<file path="src/rtl/guess_sequencer.sv">
// Game-flow controller for the 3-digit guess game: entry buffer, answer/guess commit,
// A/B scoring, try counting and WIN/LOSE decision.
module guess_sequencer #(
    parameter int unsigned MAX_TRIES = 10,
    parameter int unsigned TRY_W     = 4
) (
    input  logic             clk,
    input  logic             reset,
    input  logic [3:0]       key_val,
    input  logic             key_valid,
    input  logic             key_clr,
    input  logic             key_enter,
    output logic [3:0]       ent1,
    output logic [3:0]       ent2,
    output logic [3:0]       ent3,
    output logic [1:0]       ent_cnt,
    output logic [3:0]       guess1,
    output logic [3:0]       guess2,
    output logic [3:0]       guess3,
    output logic             ans_set,
    output logic [1:0]       a_cnt,
    output logic [1:0]       b_cnt,
    output logic             res_valid,
    output logic [TRY_W-1:0] tries,
    output logic             win,
    output logic             lose,
    output logic             err,
    output logic [2:0]       state
);

    localparam int unsigned DIG_W = 4;
    localparam int unsigned CNT_W = 2;

    typedef enum logic [2:0] {
        SET_ANS = 3'd0,
        PLAY    = 3'd1,
        EVAL    = 3'd2,
        WIN     = 3'd3,
        LOSE    = 3'd4
    } state_e;

    typedef logic [2:0][DIG_W-1:0] trio_t;

    state_e           state_q, state_d;
    trio_t            ent_q, ent_d;
    trio_t            guess_q, guess_d;
    trio_t            ans_q, ans_d;
    logic [CNT_W-1:0] ent_cnt_q, ent_cnt_d;
    logic             ans_set_q, ans_set_d;
    logic [1:0]       a_cnt_q, a_cnt_d;
    logic [1:0]       b_cnt_q, b_cnt_d;
    logic             res_valid_q, res_valid_d;
    logic [TRY_W-1:0] tries_q, tries_d;
    logic             win_q, win_d;
    logic             lose_q, lose_d;
    logic             err_q, err_d;

    logic             entry_ok;
    logic [1:0]       a_calc;
    logic [1:0]       b_calc;
    logic [TRY_W-1:0] tries_inc;

    // Scoring and entry validation against the registered guess/answer/buffer
    always_comb begin
        entry_ok  = (ent_cnt_q == CNT_W'(3)) &&
                    (ent_q[0] != ent_q[1]) && (ent_q[0] != ent_q[2]) && (ent_q[1] != ent_q[2]);
        a_calc    = 2'(guess_q[0] == ans_q[0]) + 2'(guess_q[1] == ans_q[1]) +
                    2'(guess_q[2] == ans_q[2]);
        b_calc    = 2'(guess_q[0] == ans_q[1]) + 2'(guess_q[0] == ans_q[2]) +
                    2'(guess_q[1] == ans_q[0]) + 2'(guess_q[1] == ans_q[2]) +
                    2'(guess_q[2] == ans_q[0]) + 2'(guess_q[2] == ans_q[1]);
        tries_inc = tries_q + TRY_W'(1);
    end

    // Next-state and next-output logic; key priority clr > enter > digit
    always_comb begin
        state_d     = state_q;
        ent_d       = ent_q;
        ent_cnt_d   = ent_cnt_q;
        guess_d     = guess_q;
        ans_d       = ans_q;
        ans_set_d   = ans_set_q;
        a_cnt_d     = a_cnt_q;
        b_cnt_d     = b_cnt_q;
        res_valid_d = 1'b0;
        tries_d     = tries_q;
        win_d       = win_q;
        lose_d      = lose_q;
        err_d       = 1'b0;

        case (state_q)
            SET_ANS, PLAY: begin
                if (key_clr) begin
                    ent_d     = '0;
                    ent_cnt_d = '0;
                end else if (key_enter) begin
                    if (entry_ok) begin
                        ent_d     = '0;
                        ent_cnt_d = '0;
                        if (state_q == SET_ANS) begin
                            ans_d     = ent_q;
                            ans_set_d = 1'b1;
                            tries_d   = '0;
                            a_cnt_d   = '0;
                            b_cnt_d   = '0;
                            state_d   = PLAY;
                        end else begin
                            guess_d = ent_q;
                            state_d = EVAL;
                        end
                    end else begin
                        err_d = 1'b1;
                    end
                end else if (key_valid) begin
                    if (key_val > 4'd9) begin
                        err_d = 1'b1;
                    end else if (ent_cnt_q != CNT_W'(3)) begin
                        case (ent_cnt_q)
                            2'd0:    ent_d[0] = key_val;
                            2'd1:    ent_d[1] = key_val;
                            2'd2:    ent_d[2] = key_val;
                            default: ;
                        endcase
                        ent_cnt_d = ent_cnt_q + CNT_W'(1);
                    end
                end
            end
            EVAL: begin
                a_cnt_d     = a_calc;
                b_cnt_d     = b_calc;
                tries_d     = tries_inc;
                res_valid_d = 1'b1;
                if (a_calc == 2'd3) begin
                    win_d   = 1'b1;
                    state_d = WIN;
                end else if (tries_inc == TRY_W'(MAX_TRIES)) begin
                    lose_d  = 1'b1;
                    state_d = LOSE;
                end else begin
                    state_d = PLAY;
                end
            end
            WIN, LOSE: begin
                if (!key_clr && key_enter) begin
                    state_d   = SET_ANS;
                    ans_set_d = 1'b0;
                    ans_d     = '0;
                    guess_d   = '0;
                    tries_d   = '0;
                    a_cnt_d   = '0;
                    b_cnt_d   = '0;
                    win_d     = 1'b0;
                    lose_d    = 1'b0;
                end
            end
            default: state_d = SET_ANS;
        endcase
    end

    // State and output registers
    always_ff @(posedge clk or negedge reset) begin
        if (!reset) begin
            state_q     <= SET_ANS;
            ent_q       <= '0;
            ent_cnt_q   <= '0;
            guess_q     <= '0;
            ans_q       <= '0;
            ans_set_q   <= 1'b0;
            a_cnt_q     <= '0;
            b_cnt_q     <= '0;
            res_valid_q <= 1'b0;
            tries_q     <= '0;
            win_q       <= 1'b0;
            lose_q      <= 1'b0;
            err_q       <= 1'b0;
        end else begin
            state_q     <= state_d;
            ent_q       <= ent_d;
            ent_cnt_q   <= ent_cnt_d;
            guess_q     <= guess_d;
            ans_q       <= ans_d;
            ans_set_q   <= ans_set_d;
            a_cnt_q     <= a_cnt_d;
            b_cnt_q     <= b_cnt_d;
            res_valid_q <= res_valid_d;
            tries_q     <= tries_d;
            win_q       <= win_d;
            lose_q      <= lose_d;
            err_q       <= err_d;
        end
    end

    assign ent1      = ent_q[0];
    assign ent2      = ent_q[1];
    assign ent3      = ent_q[2];
    assign ent_cnt   = ent_cnt_q;
    assign guess1    = guess_q[0];
    assign guess2    = guess_q[1];
    assign guess3    = guess_q[2];
    assign ans_set   = ans_set_q;
    assign a_cnt     = a_cnt_q;
    assign b_cnt     = b_cnt_q;
    assign res_valid = res_valid_q;
    assign tries     = tries_q;
    assign win       = win_q;
    assign lose      = lose_q;
    assign err       = err_q;
    assign state     = state_q;

endmodule

</file>
<file path="config.mk">
export PLATFORM = sky130hd
export DESIGN_NAME = guess_sequencer
export DESIGN_NICKNAME = d
export VERILOG_FILES = /design/src/rtl/guess_sequencer.sv
export SDC_FILE = /design/constraint.sdc
export NUM_CORES = 1
export LEC_CHECK = 0
export ABC_AREA = 0
export BUFFER_PORTS_ARGS = -buffer_cell sky130_fd_sc_hd__clkbuf_2
export CAP_MARGIN = 5
export CORE_ASPECT_RATIO = 1.4
export CORE_MARGIN = 1.5
export CORE_UTILIZATION = 61
export CTS_CLUSTER_SIZE = 20
export DETAILED_ROUTE_END_ITERATION = 10
export GPL_TIMING_DRIVEN = 0
export PLACE_DENSITY = 0.94
export SYNTH_ARGS = -nofsm -noshare
export SYNTH_HDL_FRONTEND = slang
export SYNTH_SLANG_ARGS = --single-unit
</file>
<file path="constraint.sdc">
create_clock -name clk -period 5.4 [get_ports clk]
set_clock_uncertainty 0.2 [all_clocks]
set_input_delay 0.81 -clock clk [delete_from_list [all_inputs] [get_ports clk]]
set_output_delay 0.81 -clock clk [all_outputs]
set_load 0.05 [all_outputs]
</file>
* Yosys cells after proc, flatten, opt, wreduce, memory -nomap -nowiden
Index checks and enable logic that the tools add are counted.
** Word-level totals
- Output and inout bits :: 42
- Input port bits :: 9
- Register bits :: 54
** Cells by class
- $add $sub $neg :: 9
- Reduce and logical (&&, ||, !) cells :: 27
- Mux-type cells :: 65
- $lt $le $gt $ge :: 1
- Equality and inequality tests :: 33
** Operator list (count)
- two-way mux 12 bit :: 15
- case mux 12 bit (2 select lines) :: 2
- equality test 4 bit :: 9
- AND reduction 6 bit :: 6
- two-way mux 4 bit :: 8
- two-way mux 2 bit :: 12
- != test 2 bit (second input constant) :: 10
- two-way mux 3 bit :: 6
- nonzero test 3 bit :: 6
- two-way mux 1 bit :: 15
- != test 4 bit :: 3
- case mux 2 bit (3 select lines) :: 2
- case mux 4 bit (3 select lines) :: 1
- adder 2 x 1 -> 2 bit :: 5
- case mux 3 bit (3 select lines) :: 1
- AND reduction 4 bit :: 2
- equality test 2 bit (second input constant) :: 3
- equality test 3 x 2 -> 1 bit (second input constant) :: 2
- case mux 1 bit (2 select lines) :: 3
- AND reduction 5 bit :: 1
- adder 1 x 1 -> 2 bit :: 2
- adder 4 x 1 -> 4 bit (second input constant) :: 1
- equality test 4 bit (second input constant) :: 1
- > comparator 4 bit (second input constant) :: 1
- other kinds (13) :: 18

* Depth between registers and ports, before layout
- Word-level depth :: 8
- Depth in mapped cells :: 10
- Gate-level depth less buffers :: 10

* Worst setup path before layout
OpenSTA, ideal clock, no wires.
- Path kind :: register to register
- From :: reg guess_q, in the netlist guess1[3]
- To :: reg b_cnt_q[1] (netlist: b_cnt[1])
- Data arrival time :: 2746 ps
- Path slack :: 2333 ps
- Clock period less this slack :: 3067 ps
- Library setup time :: 121 ps
- Buffers on the path :: 0
- Cell stages (with the launch flop) :: 11
- Cell sequence :: dfrtp_1 -> xor2_1 -> nor4_1 -> fa_1 -> inv_1 -> fa_1 -> inv_1 -> ha_1 -> xor2_1 -> xnor2_1 -> a22o_1
** On the way
- Longest elaborated chain between the ends :: 7
- Elaborated cells between the ends (all ways) :: 8
- Those cells by class :: 5 x add/sub; 2 x eq/ne; 1 x mux
** RTL lines
- start, declared :: line 46 : trio_t guess_q, guess_d;
- start signal, assigned :: line 180 : guess_q <= guess_d;
- equality test 4 bit :: line 69 : b_calc = 2'(guess_q[0] == ans_q[1]) + 2'(guess_q[0] == ans_q[2]) +
- adder 1 x 1 -> 2 bit * :: line 69
- adder 2 x 1 -> 2 bit * :: line 69
- adder 2 x 1 -> 2 bit * (2 in a row) :: line 70 : 2'(guess_q[1] == ans_q[0]) + 2'(guess_q[1] == ans_q[2]) +
- adder 2 x 1 -> 2 bit * :: line 71 : 2'(guess_q[2] == ans_q[0]) + 2'(guess_q[2] == ans_q[1]);
- case mux 2 bit (3 select lines) * :: line 91 : case (state_q)
- end signal, assigned :: line 184 : b_cnt_q <= b_cnt_d;
- end, declared :: line 51 : logic [1:0] b_cnt_q, b_cnt_d;
Mark *: on every way between the ends. The rest lies on a longest branch, timed or not.
A chain may end at the register's enable or synchronous reset.

* Worst setup path after layout
- From :: reg guess_q, in the netlist guess1[1]
- To :: reg b_cnt_q[1] (netlist: b_cnt[1])
The elaborated chain is that of the path after synthesis.

==> impl_metrics.py <==
metrics = {
    "synthesis": {
        "yosys_warnings": 0,
        "number_of_nets_produced_by_synthesis": 330,
        "post_synth_most_frequent_cells": "sky130_fd_sc_hd__dfrtp_1 (54), sky130_fd_sc_hd__xor2_1 (29), sky130_fd_sc_hd__nand2_1 (23)",
        "postSynthAreaPerCell_um2": 10.26,
        "ys.flop_type": "sky130_fd_sc_hd__dfrtp_1",
        "seq_total_area_yosys_pct": 42.34,
        "synthesis.instances": 311,
        "post-synth-top-area-fraction_pct": 42.34,
        "netlist_area_um2": 3192,
        "biggest_area_contributors_in_the_synthesized_netlist": "sky130_fd_sc_hd__dfrtp_1 (42%), sky130_fd_sc_hd__xor2_1 (8.0%), sky130_fd_sc_hd__xnor2_1 (6.0%)",
        "cell_taking_the_most_area_after_synthesis": "sky130_fd_sc_hd__dfrtp_1",
        "synth.ff_latch_count": 54,
        "synth_enable_flop_cells": 0,
        "yosys.cell_types.count": 47,
        "ys_async_sr_fraction_pct": 100.0,
        "yosys.cell_count.top_type": "sky130_fd_sc_hd__dfrtp_1",
    },
    "placed_design": {
        "detailedPlacementHpwl_um": 5597,
        "port_buffers": 50,
        "placed_cells": 427,
        "gp_congestion": 0.8736,
    },
    "final_layout": {
        "layout.nets": 388,
        "insertedDiodeCount": 0,
        "post_route_cells_drive_above_1_share_pct": 20.54,
        "syn_to_final_growth_pct": 13.88,
        "fin_cells": 436,
    },
    "hold_path": {
        "hold_class": "input port to asynchronous set/reset pin",
    },
    "cts": {
        "cts.path.max_buffers": 2,
        "ctsRootBufferMaster": "sky130_fd_sc_hd__clkbuf_8",
        "cts_post_setup_buffers_inserted": 0,
        "clk_pin_slew_worst_paths_ns": 0.10,
        "cts_buffers": 5,
        "tritoncts_num_sinks": 54,
        "cts_tree": "built",
        "clk_latency_ns": 0.32,
        "cts_resized": 0,
        "post_cts_hold_buffer_count": 0,
        "htree_num_levels": 2,
    },
    "routing": {
        "number_of_vias_in_the_routed_layout": 2639,
        "postRouteWirelength_um": 7598,
        "drt_iter0_markers": 135,
        "drtPass1Iterations": 5,
        "drt-vias-per-instance": 6.053,
        "route.antenna.remaining_nets": 0,
        "route.detailed.wl_per_inst_um": 17.43,
        "drc": 0,
    },
    "global_route": {
        "antenna_found_initial": 0,
        "grt_first_pass_wirelength_um": 12210,
        "grt_pass1_vias": 2498,
        "largest_net_degree_at_the_start_of_global_routing": 55,
        "grt.overflow.total": 0,
        "gr-usage-all-layers_pct": 27.96,
    },
    "die": {
        "die_h_um": 88.59,
        "placementRows": 31,
        "die_w_um": 64.14,
        "design.core.area_um2": 5120,
        "ioPinCount": 51,
        "floorplan.initialDensity_pct": 62.34,
        "die-area_um2": 5682,
    },
    "timing": {
        "slew_at_the_pin_closest_to_its_max_slew_limit_ns": 0.4776,
        "slew_viol_final": 0,
        "max_clock_freq_mhz": 316.1,
        "setup_violations": 0,
        "min_period_over_period_pct": 58.59,
        "rsz0062_at_grt": "no",
        "timing.final.crit_period_ns": 3.164,
        "final-hold-violation-count": 0,
        "timing.max_slew.rel_slack_pct": 68.16,
        "setup-tns-final_ns": 0,
    },
    "power_and_ir_drop": {
        "p_switching_uw": 270.7,
        "switching_share_pct": 32.44,
        "cellInternalPower_uw": 563.8,
        "power.ir.vdd_worst_uv": 171.7,
        "power.static_leakage_uw": 0.001762,
        "seq_power_share_pct": 53.1,
        "power_per_cell_area_nw_per_um2": 229.6,
        "combinationalPowerShare_pct": 19.0,
        "clock_power_share_pct": 27.9,
    },
    "critical_path": {
        "critPathMaxFanout": 5,
        "worst_setup_path_end_kind": "register",
        "worst-endpoint-required_ns": 5.42,
        "worst-r2r-cell-count": 10,
        "path_class": "register to register",
        "worst_setup_path_start_kind": "register",
        "timing.critical_path.arrival_ns": 3.18,
    },
    "job": {
        "cap_viol_max_count": 0,
    },
    "run_status": {
        "status": "finished clean",
    },
}
## through the flow
step                      instance area [um^2]  utilization, %  hold WS [ns]  total power, uW  setup slack (ns)
after floorplan                           3192               -        0.3144            558.5             2.333
after global placement                    3525           68.84        0.2841            599.5             2.439
final                                     3635           70.99        0.1585            834.5             2.236
after global routing                      3635           70.99        0.1720            868.3             2.151
after CTS                                 3615           70.60        0.3081            832.0             2.233
after detailed placement                  3525           68.84        0.2840            606.5             2.252
## final timing paths
check | from | end | slack (ns)
hold reg to reg | lose$_DFFE_PN0P_ | lose$_DFFE_PN0P_ | 0.30
max in group asynchronous | reset | ent2[1]$_DFFE_PN0P_ | 4.32
min in group clk | lose$_DFFE_PN0P_ | lose$_DFFE_PN0P_ | 0.30
hold / removal | reset | tries[3]$_DFFE_PN0P_ | 0.16
setup reg to reg | guess1[1]$_DFFE_PN0P_ | b_cnt[1]$_DFFE_PN0P_ | 2.24
setup / recovery | guess1[1]$_DFFE_PN0P_ | b_cnt[1]$_DFFE_PN0P_ | 2.24
## critical path, stage by stage (launching register included)
cell,delay [ns]
sky130_fd_sc_hd__dfrtp_1,0.48
sky130_fd_sc_hd__xor2_1,0.19
sky130_fd_sc_hd__nor4_1,0.45
sky130_fd_sc_hd__fa_1,0.51
sky130_fd_sc_hd__inv_1,0.10
sky130_fd_sc_hd__fa_1,0.38
sky130_fd_sc_hd__inv_1,0.07
sky130_fd_sc_hd__ha_1,0.17
sky130_fd_sc_hd__xor2_1,0.20
sky130_fd_sc_hd__xnor2_1,0.12
sky130_fd_sc_hd__a22o_1,0.18
## power by group through the flow
| stage | clock network [uW] | logic, uW | registers [uW] |
|---|---|---|---|
| CTS | 232 | 157 | 442 |
| detailed placement | 0 | 156 | 450 |
| global route | 250 | 173 | 445 |
| global placement | 0 | 150 | 449 |
| finish | 233 | 159 | 443 |
| floorplan | 0 | 76.9 | 482 |
## placed cells by master (no fill, tap or decap), types with 2 or more instances in the layout
cell type / count
sky130_fd_sc_hd__inv_1: 19
sky130_fd_sc_hd__mux2_2: 2
sky130_fd_sc_hd__a31oi_1: 13
sky130_fd_sc_hd__nand2_1: 23
sky130_fd_sc_hd__nand2b_1: 2
sky130_fd_sc_hd__nor2b_1: 16
sky130_fd_sc_hd__clkbuf_1: 6
sky130_fd_sc_hd__clkbuf_2: 50
sky130_fd_sc_hd__buf_2: 7
sky130_fd_sc_hd__fa_1: 3
sky130_fd_sc_hd__a21oi_1: 3
sky130_fd_sc_hd__nor4_1: 9
sky130_fd_sc_hd__xnor2_1: 22
sky130_fd_sc_hd__mux2i_1: 13
sky130_fd_sc_hd__dfrtp_1: 54
sky130_fd_sc_hd__a22o_1: 17
sky130_fd_sc_hd__ha_1: 7
sky130_fd_sc_hd__nand4_1: 6
sky130_fd_sc_hd__clkbuf_8: 5
sky130_fd_sc_hd__o2bb2ai_1: 14
sky130_fd_sc_hd__buf_4: 2
sky130_fd_sc_hd__o21ai_2: 2
sky130_fd_sc_hd__o21ai_0: 4
sky130_fd_sc_hd__buf_6: 2
sky130_fd_sc_hd__nor3_1: 2
sky130_fd_sc_hd__nor2_1: 12
sky130_fd_sc_hd__a22oi_1: 2
sky130_fd_sc_hd__xor2_1: 29
## final cells by class
class | instances | area, um^2
Sequential cell | 54 | 1351
Timing Repair Buffer | 51 | 270.3
Multi-Input combinational cell | 220 | 1670
Tap cell | 66 | 82.58
Buffer | 17 | 95.09
Inverter | 20 | 75.07
Clock inverter | 3 | 21.27
Clock buffer | 5 | 68.82
Fill cell | 408 | 1485
## state kept, by name, indices dropped and copies added, names as in the netlist
| name | flops |
|---|---|
| guess2 | 4 |
| ent_cnt | 2 |
| guess1 | 4 |
| ent3 | 4 |
| ans_set | 1 |
| res_valid | 1 |
| b_cnt | 2 |
| ans_q | 12 |
| ent1 | 4 |
| ent2 | 4 |
| lose | 1 |
| tries | 4 |
| guess3 | 4 |
| err | 1 |
| state | 3 |
| a_cnt | 2 |
| win | 1 |
## per-layer routing
layer | share of wire, % | up-vias | track usage [%]
met1 | 40 | 1317 | 34.90
met4 | 2.0 | 0 | 10.06
li1 | - | 1217 | -
met5 | 0 | - | 0
met3 | 4.1 | 16 | 3.308
met2 | 54 | 89 | 50.19
## logic make-up after synthesis
logic type      after synthesis  share of synthesized area, %
simple gates                 76                         12.43
compound gates               68                         16.50
flops                        54                         42.34
xor+xnor                     51                         13.99
buf+inv                      37                         5.331
mux                          15                         4.782
fa+ha+maj                    10                         4.626
Note: power is estimated with default switching activity, not from simulation.
